==> src/rtl/collision_arbiter.sv <==
// Multi-ball collision resolver: classifies ball overlaps with bat/brick pixels,
// handles per-ball once-per-frame arming with cooldown, and keeps brick-hit tallies.
module collision_arbiter #(
  parameter int NUM_BALLS       = 2,
  parameter int BALL_SIZE       = 14,
  parameter int EDGE            = 3,
  parameter int NUM_ZONES       = 7,
  parameter int ZONE_WIDTH      = 8,
  parameter int COOLDOWN_FRAMES = 0,
  parameter int BRICK_POINTS    = 10,
  parameter int SCORE_W         = 16,
  parameter int CNT_W           = 8
) (
  input  logic                                         clk,
  input  logic                                         reset,
  input  logic                                         startOfFrame,
  input  logic [NUM_BALLS-1:0]                         ballReq,
  input  logic [NUM_BALLS*11-1:0]                      ballOffsetX,
  input  logic [NUM_BALLS*11-1:0]                      ballOffsetY,
  input  logic                                         batReq,
  input  logic [10:0]                                  batOffsetX,
  input  logic                                         brikReq,
  output logic [NUM_BALLS*5-1:0]                       ballCollision,
  output logic [NUM_BALLS*$clog2(NUM_ZONES+1)-1:0]     batZone,
  output logic                                         brikCollision,
  output logic [CNT_W-1:0]                             frameBrickHits,
  output logic [SCORE_W-1:0]                           score
);

  localparam int ZONE_W = $clog2(NUM_ZONES + 1);
  localparam int COOL_W = (COOLDOWN_FRAMES > 0) ? $clog2(COOLDOWN_FRAMES + 1) : 1;

  localparam logic [10:0]        TOP_TH    = 11'(BALL_SIZE - EDGE);
  localparam logic [10:0]        BOT_TH    = 11'(EDGE);
  localparam logic [10:0]        MID_X     = 11'(BALL_SIZE / 2);
  localparam logic [COOL_W-1:0]  COOL_INIT = COOL_W'(COOLDOWN_FRAMES);
  localparam logic [SCORE_W:0]   POINTS    = (SCORE_W + 1)'(BRICK_POINTS);

  localparam logic [4:0] CODE_TOP    = 5'b10010;
  localparam logic [4:0] CODE_BOTTOM = 5'b10001;
  localparam logic [4:0] CODE_RIGHT  = 5'b11000;
  localparam logic [4:0] CODE_LEFT   = 5'b10100;

  // Priority compare against zone thresholds; the last zone absorbs the remainder.
  function automatic logic [ZONE_W-1:0] zone_of(input logic [10:0] x);
    logic [ZONE_W-1:0] z;
    z = ZONE_W'(1);
    for (int k = 1; k < NUM_ZONES; k++) begin
      if ({21'd0, x} >= 32'(k * ZONE_WIDTH)) z = ZONE_W'(k + 1);
    end
    return z;
  endfunction

  logic [NUM_BALLS-1:0]              armed_q, armed_d;
  logic [NUM_BALLS-1:0][COOL_W-1:0]  cool_q, cool_d;
  logic [NUM_BALLS-1:0]              armed_eff;
  logic [NUM_BALLS-1:0]              hit;

  logic [NUM_BALLS*5-1:0]            coll_q, coll_d;
  logic [NUM_BALLS*ZONE_W-1:0]       zone_q, zone_d;
  logic                              brik_q, brik_d;
  logic [CNT_W-1:0]                  frame_cnt_q, frame_cnt_d;
  logic [CNT_W-1:0]                  frame_hits_q, frame_hits_d;
  logic [SCORE_W-1:0]                score_q, score_d;

  logic                              brick_evt;
  logic [CNT_W-1:0]                  frame_next;
  logic [SCORE_W:0]                  score_sum;

  // A hit always wins over the frame-start re-arm/countdown in the same cycle.
  always_comb begin
    armed_d   = armed_q;
    cool_d    = cool_q;
    armed_eff = '0;
    hit       = '0;
    for (int i = 0; i < NUM_BALLS; i++) begin
      armed_eff[i] = armed_q[i] | (startOfFrame & (cool_q[i] == '0));
      hit[i]       = ballReq[i] & (batReq | brikReq) & armed_eff[i];
      if (startOfFrame) begin
        if (cool_q[i] == '0) armed_d[i] = 1'b1;
        else                 cool_d[i]  = cool_q[i] - COOL_W'(1);
      end
      if (hit[i]) begin
        armed_d[i] = 1'b0;
        cool_d[i]  = COOL_INIT;
      end
    end
  end

  always_comb begin
    logic [10:0] off_x;
    logic [10:0] off_y;
    coll_d = '0;
    zone_d = '0;
    off_x  = '0;
    off_y  = '0;
    for (int i = 0; i < NUM_BALLS; i++) begin
      off_x = ballOffsetX[i*11 +: 11];
      off_y = ballOffsetY[i*11 +: 11];
      if (hit[i]) begin
        if (off_y >= TOP_TH) begin
          coll_d[i*5 +: 5] = CODE_TOP;
          if (batReq) zone_d[i*ZONE_W +: ZONE_W] = zone_of(batOffsetX);
        end else if (off_y < BOT_TH) begin
          coll_d[i*5 +: 5] = CODE_BOTTOM;
        end else if (off_x < MID_X) begin
          coll_d[i*5 +: 5] = CODE_RIGHT;
        end else begin
          coll_d[i*5 +: 5] = CODE_LEFT;
        end
      end
    end
  end

  // One brick event per cycle no matter how many balls touch bricks at once.
  always_comb begin
    brick_evt = (|hit) & brikReq;
    brik_d    = brick_evt;

    frame_next = frame_cnt_q;
    if (brick_evt && (frame_cnt_q != '1)) frame_next = frame_cnt_q + CNT_W'(1);

    frame_hits_d = frame_hits_q;
    frame_cnt_d  = frame_next;
    if (startOfFrame) begin
      frame_hits_d = frame_next;
      frame_cnt_d  = '0;
    end

    score_sum = {1'b0, score_q} + POINTS;
    score_d   = score_q;
    if (brick_evt) score_d = score_sum[SCORE_W] ? '1 : score_sum[SCORE_W-1:0];
  end

  always_ff @(posedge clk or posedge reset) begin
    if (reset) begin
      armed_q      <= '1;
      cool_q       <= '0;
      coll_q       <= '0;
      zone_q       <= '0;
      brik_q       <= 1'b0;
      frame_cnt_q  <= '0;
      frame_hits_q <= '0;
      score_q      <= '0;
    end else begin
      armed_q      <= armed_d;
      cool_q       <= cool_d;
      coll_q       <= coll_d;
      zone_q       <= zone_d;
      brik_q       <= brik_d;
      frame_cnt_q  <= frame_cnt_d;
      frame_hits_q <= frame_hits_d;
      score_q      <= score_d;
    end
  end

  assign ballCollision  = coll_q;
  assign batZone        = zone_q;
  assign brikCollision  = brik_q;
  assign frameBrickHits = frame_hits_q;
  assign score          = score_q;

endmodule

==> config.mk <==
export PLATFORM = sky130hd
export DESIGN_NAME = collision_arbiter
export DESIGN_NICKNAME = d
export VERILOG_FILES = /design/src/rtl/collision_arbiter.sv
export SDC_FILE = /design/constraint.sdc
export NUM_CORES = 1
export LEC_CHECK = 0
export BUFFER_PORTS_ARGS = -buffer_cell sky130_fd_sc_hd__clkbuf_2
export CORE_MARGIN = 3
export CORE_UTILIZATION = 51
export DETAILED_ROUTE_END_ITERATION = 12
export PLACE_DENSITY = 0.82
export SYNTH_ARGS = -nofsm -noshare
export SYNTH_HDL_FRONTEND = slang
export SYNTH_SLANG_ARGS = --single-unit
export TNS_END_PERCENT = 20
==> constraint.sdc <==
create_clock -name clk -period 5.1 [get_ports clk]
set_clock_uncertainty 0.15 [all_clocks]
set_input_delay 0.51 -clock clk [delete_from_list [all_inputs] [get_ports clk]]
set_output_delay 0.51 -clock clk [all_outputs]
set_load 0.1 [all_outputs]
-- Word level (Yosys, flattened, before mapping)
Index checks and enable logic that the tools add are counted.
- $lt $le $gt $ge: 12
- eq/ne operators: 3
- reduce and logical (&&, ||, !) cells: 6
- bitwise operators: 12
- add/subtract/negate cells: 4
- mux-type cells: 34
- operator list (kind ; count):
    11-bit by 4-bit greater-or-equal comparator with 1-bit output, second input constant ; 3
    11-bit by 6-bit greater-or-equal comparator with 1-bit output, second input constant ; 3
    3-bit two-way mux ; 10
    4-bit two-way mux ; 6
    11-bit by 5-bit greater-or-equal comparator with 1-bit output, second input constant ; 2
    11-bit by 2-bit < comparator with 1-bit output, second input constant ; 2
    11-bit by 3-bit < comparator with 1-bit output, second input constant ; 2
    16-bit by 4-bit adder with 17-bit output, second input constant ; 1
    16-bit two-way mux ; 1
    8-bit two-way mux ; 2
    1-bit two-way mux ; 12
    5-bit two-way mux ; 2
    8-bit by 1-bit adder with 8-bit output, second input constant ; 1
    8-bit inequality test, second input constant ; 1
    1-bit bitwise AND ; 7
    2-bit by 1-bit inequality test with 1-bit output, second input constant ; 2
    2-bit AND reduction ; 2
    2-bit nonzero test ; 2
    1-bit bitwise OR ; 3
    2-bit two-way mux ; 1
    1-bit NOT ; 2
    2-bit OR reduction ; 1
    1-bit subtractor, second input constant ; 2
    1-bit logical AND ; 1
- output and inout port bits: 41
- register bits: 53
- logic and storage cells: 81

-- Depth between registers and ports, before layout
Gate-level depths: netlist of run 1.
- depth in word-level cells: 10
- gate-level depth with buffers: 7

-- Worst setup path after synthesis of run 1
OpenSTA, ideal clock, no wires.
- path type: reg-to-reg
- from: register score_q[2], in the netlist score[2]
- to: register score_q[13], in the netlist score[13]
- clock period less this slack: 2.484 ns
- arrival: 2.206 ns
- setup slack: 2.616 ns
- library setup time: 0.128 ns
- cell stages (with the launch flop): 6
- buffers on the path: 0
- cell sequence: dfrtp_1 > ha_1 > o2111a_1 > nand2_1 > nor4_1 > mux2_1
- word-level cells in the longest chain between the ends: 2
- ends and longest elaborated chain (element ; line ; text):
    from (decl) ; 64 ; logic [SCORE_W-1:0] score_q, score_d;
    from (signal assigned) ; 153 ; score_q <= score_d;
    16-bit by 4-bit adder with 17-bit output ; 130 ; score_sum = {1'b0, score_q} + POINTS;
    16-bit two-way mux ; 132 ; if (brick_evt) score_d = score_sum[SCORE_W] ? '1 : score_sum[SCORE_W-1:0];
Every way passes these cells.
A chain may end at the register's enable or synchronous reset.

-- Worst setup path after layout of run 1
- from: input startOfFrame
- to: register score_q[9], in the netlist score[9]
- word-level cells in the longest chain between the ends: 5
- elaborated cells on any way between the ends: 8
- ends and longest elaborated chain (element ; line ; text):
    from (decl) ; 16 ; input logic startOfFrame,
    1-bit bitwise AND ; 77 ; armed_eff[i] = armed_q[i] | (startOfFrame & (cool_q[i] == '0));
    1-bit bitwise OR ; 77 ;
    1-bit bitwise AND ; 78 ; hit[i] = ballReq[i] & (batReq | brikReq) & armed_eff[i];
    2-bit OR reduction * ; 117 ; brick_evt = (|hit) & brikReq;
    1-bit bitwise AND * ; 117 ;
Mark *: on every way between the ends. The rest lies on a longest branch, timed or not.

==> results.cfg, run 1 <==
[finish]
num-fill-cells = 364
diodes = 0
drive_above_1_share = 0.355
multi_input_comb_area_sq_mm = 0.00102
postLayoutCellArea_sq_mm = 0.00299
fin_nets = 395
area_delta_synth_final_pct = 25.9
regArea_sq_mm = 0.00128
fin_cells = 384

[pwr]
p_leak_nw = 1.48
clkPwrFrac = 0.188
seqPwrFrac = 0.389
switching_power_w = 0.000646
comb_power_share = 0.423
peakVddDrop_uv = 394
powerDensity_mw_per_mm2 = 446
p_int_w = 0.000689
p_sw_frac = 0.484
power.total_w = 0.00133

[logic_synthesis]
yosysSeqAreaShare = 0.538
synth_seq_cells = 51
synth_edf_count = 0
avgSynthCellArea_sq_um = 10.2
synthFlopType = dfrtp_1
synth_cells = 233
synth_cell_type_count = 43
yosysWarnings = 0
ys_async_sr_fraction = 1.00
synth_fp_nets = 297
netlist_area_sq_mm = 0.00238

[grt]
grt_max_degree = 52
grt_pass1_wl_mm = 8.60
grt_util_all_layers = 0.202
antenna_found_initial = 0
grt_overflow = 0
grt_pass1_vias = 2001

[run]
maxCapViolCount = 0

[timing]
report.final.slew_viol_count = 0
finalWorstSetupSlack_ps = 2590
final.period_utilization = 0.493
rsz0062_at_grt = false
finalSetupTns_ps = 0
tightest_slew_ps = 1030
setup_viol = 0
finalHoldViolCount = 0
finalCriticalPeriod_ps = 2510
slew_headroom = 0.310
clock.fmax_mhz = 398

[clock_network]
cts_setup_buffers = 0
clockBufferDepth = 2
path_clk_slew_ps = 90
ctsHoldBuffers = 0
clk_latency_ps = 300
cts_buffers = 5
cts_resized = 0
cts_root_buffer = clkbuf_8
cts_tree = yes
ctsHtreeMaxLevel = 2
cts.sinks = 51

[detailed_routing]
drtPass1Iterations = 4
wl_per_cell_um = 13.7
ant_nets = 0
drc_errors = 0
drtIter0Drc = 159
drt_wl_total_mm = 5.25
vias = 2105
viasPerCell = 5.48

[floorplan]
die_width_um = 74.3
die_h_um = 74.3
dieArea_sq_mm = 0.00552
coreArea_sq_mm = 0.00441
fp-row-count = 24
ios = 103
start_util = 0.539

[setup_path]
reg2regPathDepth = 5
path_class = primary input to flip-flop
crit_arrival_ps = 2560
cp-start-kind = primary input
end_kind = flip-flop
critPathMaxFanout = 27
crit_required_ps = 5140

[place]
placed_area_sq_mm = 0.00289
hpwl_mm = 3.96
dp_slack_ps = 2280
gp_congestion = 0.823
port_buffers = 99
dpl.cell_count = 376

[hold_path]
hp-class = primary input to asynchronous set/reset pin

[outcome]
status = complete, no violations
==> power groups by stage <==
stage / Combinational, W / Sequential, W / Clock [W]
detailed placement: 0.000567 / 0.000526 / 0
CTS: 0.000568 / 0.000518 / 0.000257
finish: 0.000565 / 0.000519 / 0.000251
global route: 0.000592 / 0.000528 / 0.000272
global placement: 0.000560 / 0.000523 / 0
floorplan: 0.000131 / 0.000856 / 0
==> sequential cells by signal, summed over array words and instances, names as in the netlist <==
register	flops
armed_q	2
frame_cnt_q	8
brikCollision	1
score	16
batZone	6
ballCollision	10
frameBrickHits	8
==> area by class of cell <==
| type | count | share of cell area |
|---|---|---|
| flip-flops and latches | 51 | 0.427 |
| multi-input cells | 164 | 0.340 |
| repair buffers | 99 | 0.165 |
| clock buffers | 8 | 0.0334 |
| well taps | 52 | 0.0217 |
| inverters | 10 | 0.0125 |
==> final timing paths <==
check                                      from                to  slack [ps]
worst max register to register       armed_q[0]          score[9]        2740
min in group clk                ballOffsetY[14]  ballCollision[5]         300
worst min register to register         score[0]          score[0]         350
worst max-delay path               startOfFrame          score[9]        2590
worst min-delay path                      reset         score[12]         280
max in group asynchronous                 reset     brikCollision        3870
==> layer usage <==
| layer | wire [um] | up-vias | track usage |
|---|---|---|---|
| met5 | 0 | - | 0 |
| met2 | 2700 | 62 | 0.365 |
| met3 | 323 | 7 | 0.0514 |
| li1 | - | 1055 | - |
| met1 | 2170 | 981 | 0.238 |
| met4 | 50 | 0 | 0.0553 |
==> logic make-up (layout without fill, tap and decap cells) <==
group,Yosys count,after routing,share of synthesized area
and+or+nand+nor,94,94,0.209
muxes,10,10,0.0447
buffers and inverters,18,117,0.0342
adders and majority gates,2,2,0.0105
AOI/OAI and AO/OA,58,58,0.164
DFF,51,51,0.538
==> worst max-delay path, stage by stage <==
cell,delay (ps)
clkbuf_2,430
o21ai_2,140
a21o_1,420
inv_1,390
nand2_1,270
o32a_1,390
==> cell usage in the layout (no fill, tap or decap), types with 6 or more instances in the layout <==
cell type / Yosys / routed
clkbuf_2: 0 / 99
dfrtp_1: 49 / 49
nor2_1: 26 / 26
nand2_1: 16 / 16
a21oi_1: 14 / 14
nand3_1: 12 / 12
o21ai_0: 11 / 11
inv_1: 10 / 9
nor4_1: 8 / 8
clkbuf_8: 0 / 7
nand4_1: 6 / 6
a31oi_1: 6 / 6
==> synth_stat cells (2+ instances only) <==
master | count | share of area
a21oi_1 | 14 | 0.029
o22a_1 | 5 | 0.018
dfstp_2 | 2 | 0.022
or3_1 | 2 | 0.0053
a211o_1 | 2 | 0.0074
o21ai_0 | 11 | 0.023
and4_1 | 3 | 0.011
o21a_1 | 2 | 0.0063
inv_1 | 10 | 0.016
a21o_1 | 4 | 0.013
ha_1 | 2 | 0.011
o32a_1 | 2 | 0.0084
a2111oi_0 | 2 | 0.0074
or4_4 | 3 | 0.014
nor2_1 | 26 | 0.041
buf_2 | 2 | 0.0042
nand3_1 | 12 | 0.025
or2_2 | 3 | 0.0079
nor2b_1 | 3 | 0.0079
mux2i_1 | 5 | 0.021
or4_1 | 2 | 0.0063
nor4_1 | 8 | 0.021
nand2_1 | 16 | 0.025
mux2_1 | 3 | 0.014
dfrtp_1 | 49 | 0.52
and3_1 | 3 | 0.0079
a41oi_1 | 2 | 0.0074
a31oi_1 | 6 | 0.016
o31ai_1 | 3 | 0.0095
clkbuf_1 | 4 | 0.0063
mux2_2 | 2 | 0.0095
nand2b_1 | 3 | 0.0079
nand4_1 | 6 | 0.016
nand3b_1 | 2 | 0.0063
==> per-stage QoR <==
stage	hold WS, ps	utilization
after floorplan	363	-
after global placement	317	0.656
after detailed placement	322	0.656
after CTS	297	0.678
after global routing	304	0.678
final	279	0.678
Power figures use the tool's default switching activity.
==> run 2, diff against run 1 <==
- ABC_AREA: default -> 1
- CORE_UTILIZATION: 51 -> 44
- PLACE_DENSITY: 0.82 -> 0.73
- clock period: 5.1 -> 2.3 ns (I/O delays scaled with it)
==> results.cfg, run 2 <==
[outcome]
status = complete, no violations

[logic_synthesis]
ys_async_sr_fraction = 1.00
synth_top_family_by_area = simple AND/OR/NAND/NOR gates
synth_seq_cells = 51
synth_top_area_cell = dfrtp_1
synth_common_cells = nand2_1 (112), nor2_1 (54), dfrtp_1 (49)
synth_top_area_frac = 0.447
synth_top_cells_by_area = dfrtp_1 (45%), nand2_1 (15%), nor2_1 (7.4%)
synth_edf_count = 0
synth_compound_gate_area_share = 0.0515
synthMuxAreaShare = 0
yosysSeqAreaShare = 0.466
yosysMostFrequentCell = nand2_1
avgSynthCellArea_sq_um = 7.44
synthFlopType = dfrtp_1
synth_xor_area_frac = 0.0128
synth_adder_area_share = 0.00912
synth_cell_type_count = 30
netlist_area_sq_mm = 0.00275
yosys.area_share.simple = 0.376
synth_cells = 369
synth_fp_nets = 433
yosysWarnings = 0

[timing]
final.period_utilization = 0.787
finalCriticalPeriod_ps = 1810
finalSetupTns_ps = 0
tightest_slew_ps = 575
finalHoldViolCount = 0
rsz0062_at_grt = false
slew_headroom = 0.616
report.final.slew_viol_count = 0
setup_viol = 0
clock.fmax_mhz = 553

[clock_network]
cts_resized = 0
ctsHoldBuffers = 2
cts_setup_buffers = 0
cts.sinks = 51
cts_root_buffer = clkbuf_8
cts_tree = yes
ctsHtreeMaxLevel = 2
clockBufferDepth = 2
path_clk_slew_ps = 100
clk_latency_ps = 310
cts_buffers = 5

[finish]
largest_register_ffs = 16
num-fill-cells = 572
multi_input_comb_area_sq_mm = 0.00123
regArea_sq_mm = 0.00128
mostFrequentLayoutCell = nand2_1
drive_above_1_share = 0.269
fin_nets = 539
area_delta_synth_final_pct = 25.2
post-route-util = 0.574
layout_common_cells = nand2_1 (112), clkbuf_2 (99), nor2_1 (54)
diodes = 0

[hold_path]
hp-class = primary input to flip-flop

[detailed_routing]
ant_nets = 0
wl_per_cell_um = 11.9
drtPass1Iterations = 5
drc_errors = 0
viasPerCell = 4.99
drtIter0Drc = 102
vias = 2748
drt_wl_total_mm = 6.55

[grt]
grt_pass1_wl_mm = 11.3
antenna_found_initial = 0
grt_pass1_vias = 2684
grt_max_degree = 27
grt_util_all_layers = 0.191
grt_overflow = 0

[floorplan]
coreArea_sq_mm = 0.00599
fp-row-count = 28
start_util = 0.458
die_h_um = 85.0
ios = 103
die_width_um = 85.0
dieArea_sq_mm = 0.00722

[pwr]
powerDensity_mw_per_mm2 = 864
peakVddDrop_uv = 771
p_leak_nw = 1.90
power.total_w = 0.00297

[setup_path]
crit_required_ps = 2340
end_kind = flip-flop
path_class = flip-flop to flip-flop
cp-start-kind = flip-flop
crit_arrival_ps = 1850
critPathMaxFanout = 11

[place]
gp_congestion = 0.830
port_buffers = 99
hpwl_mm = 5.01

[run]
maxCapViolCount = 0
==> run 2: cell count changes in the layout (fill, tap and decap cells not counted), sizes merged, moves of 7 or more <==
cell | before | now
inv | 10 | 48
nand2 | 16 | 115
nor2 | 26 | 55
nor4 | 8 | 1
a21oi | 14 | 7
nand3 | 12 | 43
==> run 2: routing by layer <==
metal  global-route usage  wire length (um)  vias to the layer above
met5                    0                 0                        -
met4               0.0705               129                        0
met3               0.0447               428                       13
met2                0.338              3290                       86
met1                0.225              2690                     1267
li1                     -                 -                     1382
==> run 2: metrics by stage <==
stage          cells  hold slack (ps)  worst slack, ps  instance area [sq um]
6_report         551             30.4              491                   3440
5_1_grt          551             37.3              331                   3440
2_1_floorplan    369              151             39.2                   2750
4_1_cts          551             20.2              487                   3440
3_5_place_dp     541              159              505                   3330
3_3_place_gp     541              147              537                   3330
==> run 2: logic make-up after synthesis <==
family	after synthesis
fa+ha+maj	2
flops	51
simple gates	234
buf+inv	54
xor+xnor	4
compound gates	24
==> run 2: worst max-delay path, cell delays in order, from the launching register on <==
cell and delay [ps]:
dfstp_2 530, inv_1 40, nand2_1 100, nand3_4 110, a21oi_4 330, buf_4 230, nand2_1 60, nand2_1 70
nand3_1 60
==> run 2: where the power goes <==
group / total [W] / internal, W / switching, W / leakage (nW)
Sequential: 0.00115 / 0.00101 / 0.000134 / 0.665
Clock: 0.000522 / 0.000212 / 0.000310 / 0.0402
Combinational: 0.00130 / 0.000237 / 0.00106 / 1.20
==> run 2: layout make-up <==
type / count / share of cell area
Timing Repair Buffer: 105 / 0.162
Clock buffer: 5 / 0.0200
Clock inverter: 3 / 0.00582
Inverter: 48 / 0.0531
Tap cell: 75 / 0.0273
Sequential cell: 51 / 0.372
Multi-Input combinational cell: 264 / 0.359
==> run 2: final timing paths <==
check	startpoint	endpoint	slack [ps]	cells after the start
max	armed_q[0]	score[5]	490	8
min	ballOffsetY[3]	ballCollision[0]	30	3
max reg2reg	armed_q[0]	score[5]	490	8
min reg2reg	frameBrickHits[2]	frameBrickHits[2]	340	2
max in group asynchronous	reset	score[3]	1110	4
min in group asynchronous	reset	batZone[4]	360	3
==> run 3, diff against run 2 <==
- ABC_AREA: 1 -> 0
- CORE_UTILIZATION: 44 -> 43
- clock period: 2.3 -> 1.6 ns (I/O delays scaled with it)
==> results.cfg, run 3 (synthesis gave the netlist of run 1 again) <==
[grt]
grt_pass1_vias = 2513
grt_util_all_layers = 0.222
grt_overflow = 0
grt_max_degree = 27
antenna_found_initial = 0
grt_pass1_wl_mm = 11.2

[timing]
finalHoldViolCount = 0
finalWorstSetupSlack_ps = -257
clock.fmax_mhz = 538
report.final.slew_viol_count = 0
rsz0062_at_grt = true
setup_viol = 29
final.period_utilization = 1.16
slew_headroom = 0.629
tightest_slew_ps = 560
finalCriticalPeriod_ps = 1860
finalSetupTns_ps = -3490

[setup_path]
timing.rr.start = armed_q[0]
cp_top_family = flip-flops
max_stage_delay_ps = 540
end_kind = flip-flop
reg2reg_slack_ps = -260
worst_path_max_delay_cell = dfstp_2
r2r_end = frameBrickHits[4]
reg2regPathDepth = 5
crit_arrival_ps = 1930
path_buf_inv = 1
path_class = flip-flop to flip-flop
crit_required_ps = 1680
critPathMaxFanout = 5
crit_chain = a22oi_2, a21o_4, buf_6, or4_4, a31oi_1
cp-start-kind = flip-flop

[clock_network]
cts_buffers = 5
clockBufferDepth = 2
clk_latency_ps = 300
cts_tree = yes
cts.sinks = 51
cts_root_buffer = clkbuf_8
ctsHtreeMaxLevel = 2
path_clk_slew_ps = 90

[pwr]
p_leak_nw = 1.82
powerDensity_mw_per_mm2 = 1250
peakVddDrop_uv = 1350
power.total_w = 0.00477

[detailed_routing]
vias = 2429
wl_per_cell_um = 14.3
drtPass1Iterations = 4
drtIter0Drc = 83
ant_nets = 0
drt_wl_total_mm = 6.74
viasPerCell = 5.14
drc_errors = 0

[floorplan]
ios = 103
die_width_um = 80.4
dieArea_sq_mm = 0.00646
coreArea_sq_mm = 0.00524
fp-row-count = 26
die_h_um = 80.4
start_util = 0.454

[place]
hpwl_mm = 4.90
dp_slack_ps = -366
gp_congestion = 0.813
port_buffers = 99
placed_area_sq_mm = 0.00337

[finish]
layout_common_cells = clkbuf_2 (85), buf_4 (63), dfrtp_1 (34)
diodes = 0
area_delta_synth_final_pct = 60.8
largest_register_ffs = 16
drive_above_1_share = 0.529
fin_nets = 466
postLayoutCellArea_sq_mm = 0.00382
num-fill-cells = 389
mostFrequentLayoutCell = clkbuf_2

[hold_path]
hold_start = ballOffsetX[12]
min_to = ballCollision[8]
hp-class = primary input to flip-flop
hold_depth = 4

[outcome]
violations = setup timing
status = finished, violations left

[run]
maxCapViolCount = 0
run 3: cell types whose count changed in the layout (fill, tap and decap cells not counted), moves of 6 or more:
cell           previous run  this run
nand2_1                 112        14
dfrtp_1                  49        34
inv_1                    43         8
clkbuf_2                 99        85
nor2_1                   54        24
nand3_1                  39        11
nand4_1                  12         6
dfrtp_2                   0        15
buf_4                     3        63
dlygate4sd3_1             2        19
run 3: tightest hold or removal path, stage by stage:
cell	delay, ps
clkbuf_2	80
nand3_1	50
nand3_1	90
nor2_1	50
run 3: where the power goes:
group          total (W)  switching, W  internal [W]  leakage, nW
Combinational    0.00240       0.00167      0.000726         1.14
Clock           0.000757      0.000407      0.000350       0.0482
Sequential       0.00162      0.000147       0.00147        0.639
Total            0.00477       0.00223       0.00255         1.82
run 3: cell type report:
class	count	area, sq um	share of cell area
Inverter	10	37.5	0.00982
Clock inverter	1	5.00	0.00131
Multi-Input combinational cell	164	1190	0.311
Clock buffer	7	86.3	0.0226
Tap cell	70	87.6	0.0229
Sequential cell	51	1300	0.339
Timing Repair Buffer	170	1120	0.294
run 3: worst max path at each step:
stage,startpoint,to,cells past startpoint
floorplan,score[1],score[13],5
global placement,armed_q[0],score[15],5
detailed placement,armed_q[0],score[15],5
CTS,armed_q[0],frameBrickHits[4],5
global route,armed_q[0],frameBrickHits[3],5
finish,armed_q[0],frameBrickHits[4],5
run 3: through the flow:
step	std cells	utilization	hold slack [ps]
floorplan	233	-	173
global placement	444	0.643	13.4
detailed placement	444	0.643	13.2
CTS	473	0.720	12.7
global route	473	0.730	27.3
finish	473	0.730	15.1
run 3: what timing repair did:
action | 4_1_cts | 5_1_grt
endpoints found under the hold margin | 23 | 0
buffers inserted | 2 | 0
pin swaps | 12 | 6
hold buffers | 19 | 0
resized for setup | 25 | 13
endpoints found under the setup margin | 30 | 33
run 3: metal layers:
metal  track usage  vias up  part of all wire
met5             0        -                 0
met2         0.427       53              0.56
met3        0.0392       10             0.033
met1         0.249     1165              0.39
li1              -     1201                 -
met4        0.0574        0             0.016
